<file path="src/rtl/vliw_fetch_buffer.sv">
// Fetch-to-decode bundle FIFO for the VLIW pipeline, with decode stall and IF_Flush handling.
// Optional FETCH_STALL_CNT_EN adds a saturating stall_cnt output that counts decode stall cycles.
module vliw_fetch_buffer #(
    parameter int DEPTH = 2,
    parameter int PC_W  = 32
) (
    input  logic                     clk,
    input  logic                     rst,
    input  logic                     fetch_valid,
    output logic                     fetch_ready,
    input  logic [PC_W-1:0]          fetch_pc,
    input  logic [47:0]              fetch_bundle,
    input  logic                     id_stall,
    input  logic                     IF_Flush,
    output logic                     id_valid,
    output logic [PC_W-1:0]          id_pc,
    output logic [31:0]              id_instr,
    output logic [15:0]              id_cinstr,
    output logic [6:0]               opcode,
    output logic [2:0]               funct_3,
    output logic [1:0]               opcode_c,
    output logic [2:0]               funct_3_c,
    output logic [$clog2(DEPTH):0]   count
`ifdef FETCH_STALL_CNT_EN
    ,
    output logic [15:0]              stall_cnt
`endif
);

    localparam int PTR_W = $clog2(DEPTH);
    localparam int CNT_W = PTR_W + 1;
    localparam logic [CNT_W-1:0] DEPTH_CNT = CNT_W'(DEPTH);

    typedef struct packed {
        logic [PC_W-1:0] pc;
        logic [31:0]     instr;
        logic [15:0]     cinstr;
    } entry_t;

    entry_t            storage_q [DEPTH];
    entry_t            storage_d [DEPTH];
    logic [PTR_W-1:0]  wr_ptr_q, wr_ptr_d;
    logic [PTR_W-1:0]  rd_ptr_q, rd_ptr_d;
    logic [CNT_W-1:0]  count_q, count_d;

    logic   push;
    logic   pop;
    entry_t head;

    // Handshake depends only on registered occupancy, keeping id_stall off the fetch_ready path.
    always_comb begin
        fetch_ready = (count_q < DEPTH_CNT);
        id_valid    = (count_q != '0);
        push        = fetch_valid & fetch_ready;
        pop         = id_valid & ~id_stall;
    end

    always_comb begin
        storage_d = storage_q;
        wr_ptr_d  = wr_ptr_q;
        rd_ptr_d  = rd_ptr_q;
        count_d   = count_q;
        if (IF_Flush) begin
            wr_ptr_d = '0;
            rd_ptr_d = '0;
            count_d  = '0;
        end else begin
            if (push) begin
                storage_d[wr_ptr_q] = '{pc: fetch_pc,
                                        instr: fetch_bundle[47:16],
                                        cinstr: fetch_bundle[15:0]};
                wr_ptr_d = wr_ptr_q + 1'b1;
            end
            if (pop) begin
                rd_ptr_d = rd_ptr_q + 1'b1;
            end
            case ({push, pop})
                2'b10:   count_d = count_q + 1'b1;
                2'b01:   count_d = count_q - 1'b1;
                default: count_d = count_q;
            endcase
        end
    end

    always_ff @(posedge clk) begin
        if (rst) begin
            for (int i = 0; i < DEPTH; i++) begin
                storage_q[i] <= '0;
            end
            wr_ptr_q <= '0;
            rd_ptr_q <= '0;
            count_q  <= '0;
        end else begin
            storage_q <= storage_d;
            wr_ptr_q  <= wr_ptr_d;
            rd_ptr_q  <= rd_ptr_d;
            count_q   <= count_d;
        end
    end

    // An empty buffer presents all-zero fields so decode sees a harmless no-op.
    always_comb begin
        head      = id_valid ? storage_q[rd_ptr_q] : '0;
        id_pc     = head.pc;
        id_instr  = head.instr;
        id_cinstr = head.cinstr;
        opcode    = id_instr[6:0];
        funct_3   = id_instr[14:12];
        opcode_c  = id_cinstr[1:0];
        funct_3_c = id_cinstr[15:13];
        count     = count_q;
    end

`ifdef FETCH_STALL_CNT_EN
    logic [15:0] stall_cnt_q, stall_cnt_d;

    // Survives IF_Flush so stall statistics span redirects; only rst clears it.
    always_comb begin
        stall_cnt_d = stall_cnt_q;
        if (id_valid && id_stall && !IF_Flush && (stall_cnt_q != 16'hFFFF)) begin
            stall_cnt_d = stall_cnt_q + 16'd1;
        end
    end

    always_ff @(posedge clk) begin
        if (rst) begin
            stall_cnt_q <= '0;
        end else begin
            stall_cnt_q <= stall_cnt_d;
        end
    end

    assign stall_cnt = stall_cnt_q;
`endif

endmodule

</file>
<file path="config.mk">
export PLATFORM = sky130hd
export DESIGN_NAME = vliw_fetch_buffer
export DESIGN_NICKNAME = d
export VERILOG_FILES = /design/src/rtl/vliw_fetch_buffer.sv
export SDC_FILE = /design/constraint.sdc
export NUM_CORES = 1
export LEC_CHECK = 0
export BUFFER_PORTS_ARGS = -buffer_cell sky130_fd_sc_hd__buf_2
export CORE_MARGIN = 5
export CORE_UTILIZATION = 55
export DETAILED_ROUTE_END_ITERATION = 8
export PLACE_DENSITY = 0.91
export SETUP_SLACK_MARGIN = 0.5
export SYNTH_ARGS = -nofsm -noshare
export SYNTH_HDL_FRONTEND = slang
export SYNTH_SLANG_ARGS = --single-unit
</file>
<file path="constraint.sdc">
create_clock -name clk -period 4.73 [get_ports clk]
set_clock_uncertainty 0.05 [all_clocks]
set_input_delay 0.7095 -clock clk [delete_from_list [all_inputs] [get_ports clk]]
set_output_delay 0.7095 -clock clk [all_outputs]
set_load 0.02 [all_outputs]
</file>
======== Word-level counts from Yosys, hierarchy flattened ========
Cells that the tools add are included.
operators by class
  add/subtract/negate cells ............... 4
  $lt $le $gt $ge ......................... 4
  equal/unequal tests ..................... 2
  mux-type cells .......................... 8
  bitwise gates (word level) .............. 6
  reduce and logical (&&, ||, !) cells .... 5
operator list
  kind                                                                   number
  80-bit two-way mux                                                     5
  160-bit bitwise mux                                                    1
  80-bit demux with 1-bit select                                         1
  2-bit >= comparator, second input constant                             2
  1-bit inverter with 2-bit output                                       2
  2-bit case mux with 2 select lines                                     1
  2-bit nonzero test                                                     2
  1-bit adder, second input constant                                     2
  2-bit by 1-bit adder with 2-bit output, second input constant          1
  1-bit bitwise AND                                                      2
  2-bit by 1-bit equality test with 1-bit output, second input constant  1
  2-bit equality test, second input constant                             1
  2-bit by 1-bit < comparator with 1-bit output, second input constant   1
  2-bit < comparator, second input constant                              1
  1-bit inverter                                                         2
  2-bit AND reduction                                                    1
  2-bit OR reduction                                                     1
  2-bit by 1-bit subtractor with 2-bit output, second input constant     1
  1-bit logical AND                                                      1
storage, ports and cells
  register bits ........................... 164
  bits of input ports ..................... 85
  logic and storage cells ................. 38

======== Depth between registers and ports, before layout ========
  depth after elaboration ................. 6
  depth in mapped cells ................... 9

======== Least setup slack after synthesis ========
Ideal clock, no wire load.
  kind .................................... reg-to-output
  start ................................... reg count_q[1] (netlist: count[1])
  end ..................................... out id_cinstr[13]
  data arrival time ....................... 1,621 ps
  data required time ...................... 3,970 ps
  setup slack ............................. 2,349 ps
  cell stages (with the launch flop) ...... 7
  path buffers ............................ 4
  cells stage by stage .................... dfxtp_1 > buf_6 > nor2_1 > clkbuf_1 > clkbuf_1 > nor2_1 > buf_4
between the ends
  longest elaborated chain between the ends .. 2
RTL lines
  item                    line  source
  start, declared         44    logic [CNT_W-1:0] count_q, count_d;
  start signal, assigned  97    count_q <= count_d;
  2-bit nonzero test      53    id_valid = (count_q != '0);
  80-bit two-way mux      103   head = id_valid ? storage_q[rd_ptr_q] : '0;
  end, declared           18    output logic [15:0] id_cinstr,
No other way between the ends.

======== Worst setup path after layout ========
  start ................................... reg count_q[1] (netlist: count[1])
  end ..................................... out id_cinstr[1]
The elaborated chain is that of the path after synthesis.

==> results.md <==
STA:
- Setup repair after global routing left no endpoint under its margin.
- The max-slew violation count is 0.
- At the pin with the least slew margin, the transition time is 0.966 ns.
- The final cycle utilization of the critical path is 66.7%.
- The post-route minimum period is 3.15 ns.
- The final hold violation count is 0.
- The summed negative setup slack over all endpoints is 0 ns.
- The maximum frequency from static timing analysis is 317 MHz.
- The number of endpoints failing setup at the final stage is 0.
- The max-slew headroom at the worst pin is 35.6%.

Critical path:
- The critical-path maximum fanout is 61.
- STA classifies the critical path startpoint as a register.
- The setup slack on the worst flop-to-flop path is 2.06 ns.
- The slowest stage of the critical path is the sky130_fd_sc_hd__buf_4 cell.
- In this run the worst setup path terminates at id_cinstr[1].
- The type of the worst setup path is reg2out.
- The critical register-to-register path startpoint is count[1].
- For this run, the slowest stage of the critical path takes 0.63 ns.
- The number of buffers and inverters on the critical path is 2.
- Data on the critical path arrives at its endpoint at 2.39 ns.
- The total number of cells along the worst setup path is 4.
- The number of cells on the worst reg-to-reg path is 6.
- The source of the critical timing path is count[1].
- The capture point of the worst reg-to-reg path is count[1].
- STA classifies the critical path endpoint as an output port.
- For the worst setup path, the data required time is 3.97 ns.
- The signal on the critical path passes through nor2_4, buf_4, nor2_1, buf_2.
- The cell family contributing the most delay on the critical path is buffers and inverters.

Synthesis:
- Among all cell types in the netlist, the one instantiated most often is sky130_fd_sc_hd__nand2_1.
- The part of the Yosys area used for sequential elements is 43.2%.
- The mean post-synth cell area is 8.32 um2.
- After synthesis, the largest area contributor takes up 43.2% of total cell area.
- The synthesized netlist occupies a cell area of 7600 um2.
- The number of synthesized flops with an enable pin is 0.
- The netlist uses 24 different library cells.
- In the synthesized netlist, the cells that appear most often are sky130_fd_sc_hd__nand2_1 (240), sky130_fd_sc_hd__dfxtp_1 (164), sky130_fd_sc_hd__nor2_1 (83).
- Ranked by total cell area, the synthesized netlist is headed by sky130_fd_sc_hd__dfxtp_1 (43%), sky130_fd_sc_hd__nand2_1 (12%), sky130_fd_sc_hd__mux2i_1 (11%).
- The Yosys step of the flow raised 0 warnings.
- The synthesized netlist net count is 999.
- The fraction of registers with async set or reset after synthesis is 0%.
- The synthesized design contains 164 register bits.
- The prevailing post-synth register cell is sky130_fd_sc_hd__dfxtp_1.
- The synthesized design spends more area on one cell type than any other, namely sky130_fd_sc_hd__dfxtp_1.
- The synthesized instance count is 913.

Global routing:
- Entering global routing, the biggest net connects 83 pins.
- Global routing used 22.3% of the available tracks across all layers.
- Global routing consumed, on the met3 layer, 4.43% of the routing resources.
- After global routing, the most crowded layer is met2.
- The initial antenna violation count is 0.
- Global routing finished with a remaining overflow of 0.
- For met1 alone, demand over resource in global routing was 26.9%.
- The global-route wire length before repair is 30000 um.
- The met2 layer usage reported by global route is 39.2%.
- The via count of the first global-routing pass came to 6479.

CTS:
- After clock tree synthesis, the clock-pin slew on the worst setup and hold paths is 0.06 ns.
- Clock tree synthesis found a total of 164 sinks.
- The library cell used as clock root buffer is sky130_fd_sc_hd__clkbuf_16.
- The H-tree depth is 4.
- The maximum clock path buffer count is 2.
- The clock buffer count from CTS is 17.
- Once the clock tree was built, the setup fixing pass inserted 0 buffers.
- The clock latency at the later pin of the worst-skew pair is 0.41 ns.
- In this run, post-CTS hold repair placed 0 buffers.
- The number of resized instances in the post-cts repair step is 0.
- TritonCTS built the clock tree.

Pwr:
- Per report_power, the clock group accounts for 44.8% of the total.
- The worst vdd rail ir drop is 208 uV.
- Per report_power, the sequential group accounts for 45.6% of the total.
- In this run the power spent charging and discharging nets is 782 uW.
- The combinational power share is 9.7%.
- In this run the static leakage power is 0.00325 uW.
- The power per cell area is 358 nW/um2.
- In this run switching power makes up 24.4% of total power.
- The internal portion of the total power is 2420 uW.

Route:
- The number of antenna-violating nets in the routed design is 0.
- The routed design has 18400 um of wire.
- The detailed-route wire length per cell is 15.0 um.
- After the first detailed-routing iteration, the DRC count stood at 338.
- The ratio of routed vias to standard cells is 5.30.
- The pre-antenna-repair detailed-routing pass consisted of 5 iterations.
- After detailed routing, the number of remaining DRC violations is 0.
- The total via count in the routed design is 6510.

Outcome:
- The flow ran to the end, and the final reports show no timing, DRC or antenna violations.

Final layout:
- The share of cells above drive strength 1 is 37.0%.
- The growth of design area from synthesis to finish is 17.7%.
- Across the whole layout, storage elements account for 3290 um2.
- The number of fill cells in the layout is 1151.
- 0 antenna diodes ended up in the layout.
- In the final design database the tool counted 1122 nets.
- The final cell utilization of the core is 65.2%.
- The combined area of the multi-input logic cells is 3800 um2.

Placement:
- Input and output buffers added on the ports amount to 183.
- The congestion estimate from routability-driven global placement came to 0.782.
- Detailed placement finished with a half-perimeter wire length of 11400 um.

Run:
- The tool flagged a number of max-cap violations equal to 0.

Die:
- The effective utilization at floorplan is 55.4%.
- Measured along the x axis, the die boundary spans 128 um.
- The number of placed I/O pins is 184.
- The vertical extent of the die is 128 um.
- After floorplanning, the core was sized to cover 13700 um2.
- The number of placement rows is 43.
- The die footprint is 16300 um2.

Hold path:
- The path type of the worst min-delay path is reg2reg.
-- layer usage --
| layer | vias to the layer above | wire (um) |
|---|---|---|
| met5 | - | 0 |
| met3 | 39 | 1030 |
| met1 | 3092 | 7600 |
| met2 | 192 | 9350 |
| li1 | 3187 | - |
| met4 | 0 | 430 |
-- power by group through the flow --
stage	Sequential (uW)	Combinational, uW	Clock [uW]
2_1_floorplan	1480	230	0
3_3_place_gp	1490	303	0
3_5_place_dp	1490	309	0
4_1_cts	1460	311	1460
5_1_grt	1470	339	1510
6_report	1460	310	1430
-- through the flow --
step / power (uW) / setup WS [ns] / std cells / hold WS, ns / cell area, um2
3_5_place_dp: 1800 / 1.99 / 1197 / 0.398 / 8320
3_3_place_gp: 1790 / 2.07 / 1197 / 0.391 / 8320
4_1_cts: 3230 / 1.52 / 1228 / 0.406 / 8950
2_1_floorplan: 1710 / 2.35 / 913 / 0.386 / 7600
5_1_grt: 3320 / 1.38 / 1228 / 0.421 / 8950
6_report: 3200 / 1.58 / 1228 / 0.404 / 8950
-- area by class of cell --
type                       count  area share (%)
clock inverter                11            1.66
multi-input combinational    660            42.5
tap                          180            2.52
sequential                   164            36.7
clock buffer                  20            5.34
timing repair buffer         191            11.1
inverter                       2          0.0839
-- registers in the layout, summed over array words and instances, names as in the netlist --
register,count
storage_q,160
count,2
rd_ptr_q,1
wr_ptr_q,1
-- worst register-to-register path, stage by stage (launching register included) --
cell                       delay (ns)
sky130_fd_sc_hd__dfxtp_1         0.45
sky130_fd_sc_hd__nor2_4          0.54
sky130_fd_sc_hd__buf_4           0.63
sky130_fd_sc_hd__nor2_1          0.10
sky130_fd_sc_hd__ha_1            0.33
sky130_fd_sc_hd__or3_1           0.34
sky130_fd_sc_hd__a21boi_0        0.16
-- cells in the final DEF (no fill, tap or decap), types with 2 or more instances in the layout --
| master | netlist | final |
|---|---|---|
| sky130_fd_sc_hd__nand2_2 | 80 | 80 |
| sky130_fd_sc_hd__bufinv_16 | 0 | 3 |
| sky130_fd_sc_hd__clkbuf_16 | 0 | 18 |
| sky130_fd_sc_hd__inv_1 | 2 | 2 |
| sky130_fd_sc_hd__nor2_1 | 83 | 82 |
| sky130_fd_sc_hd__a21oi_1 | 80 | 80 |
| sky130_fd_sc_hd__buf_4 | 16 | 7 |
| sky130_fd_sc_hd__clkbuf_8 | 0 | 2 |
| sky130_fd_sc_hd__mux2i_1 | 80 | 80 |
| sky130_fd_sc_hd__buf_2 | 25 | 182 |
| sky130_fd_sc_hd__clkinv_2 | 0 | 2 |
| sky130_fd_sc_hd__nand2_1 | 240 | 240 |
| sky130_fd_sc_hd__xor2_1 | 2 | 2 |
| sky130_fd_sc_hd__nor3_1 | 2 | 2 |
| sky130_fd_sc_hd__clkinvlp_4 | 0 | 3 |
| sky130_fd_sc_hd__a21oi_2 | 80 | 80 |
| sky130_fd_sc_hd__or3_1 | 2 | 2 |
| sky130_fd_sc_hd__a21boi_0 | 2 | 2 |
| sky130_fd_sc_hd__clkinv_4 | 0 | 2 |
| sky130_fd_sc_hd__o21ai_0 | 2 | 2 |
| sky130_fd_sc_hd__dfxtp_1 | 164 | 163 |
-- logic make-up after synthesis --
kind of cell               count (synthesis)  share of synthesized area, %
adders and majority gates                  1                         0.165
and+or+nand+nor                          412                          23.6
AOI/OAI and AO/OA                        164                          14.8
muxes                                     80                          10.5
DFF                                      164                          43.2
buffers and inverters                     89                          7.28
xor gates and xnor gates                   3                         0.346
-- worst min-delay path by stage --
stage	start	end	slack [ns]	cells after the start
6_report	storage_q[78]	storage_q[78]	0.40	2
4_1_cts	storage_q[72]	storage_q[72]	0.41	2
3_3_place_gp	storage_q[8]	storage_q[8]	0.39	2
2_1_floorplan	storage_q[0]	storage_q[0]	0.39	2
5_1_grt	storage_q[136]	storage_q[136]	0.42	2
3_5_place_dp	storage_q[78]	storage_q[78]	0.40	2
(Power assumes the default switching activity.)
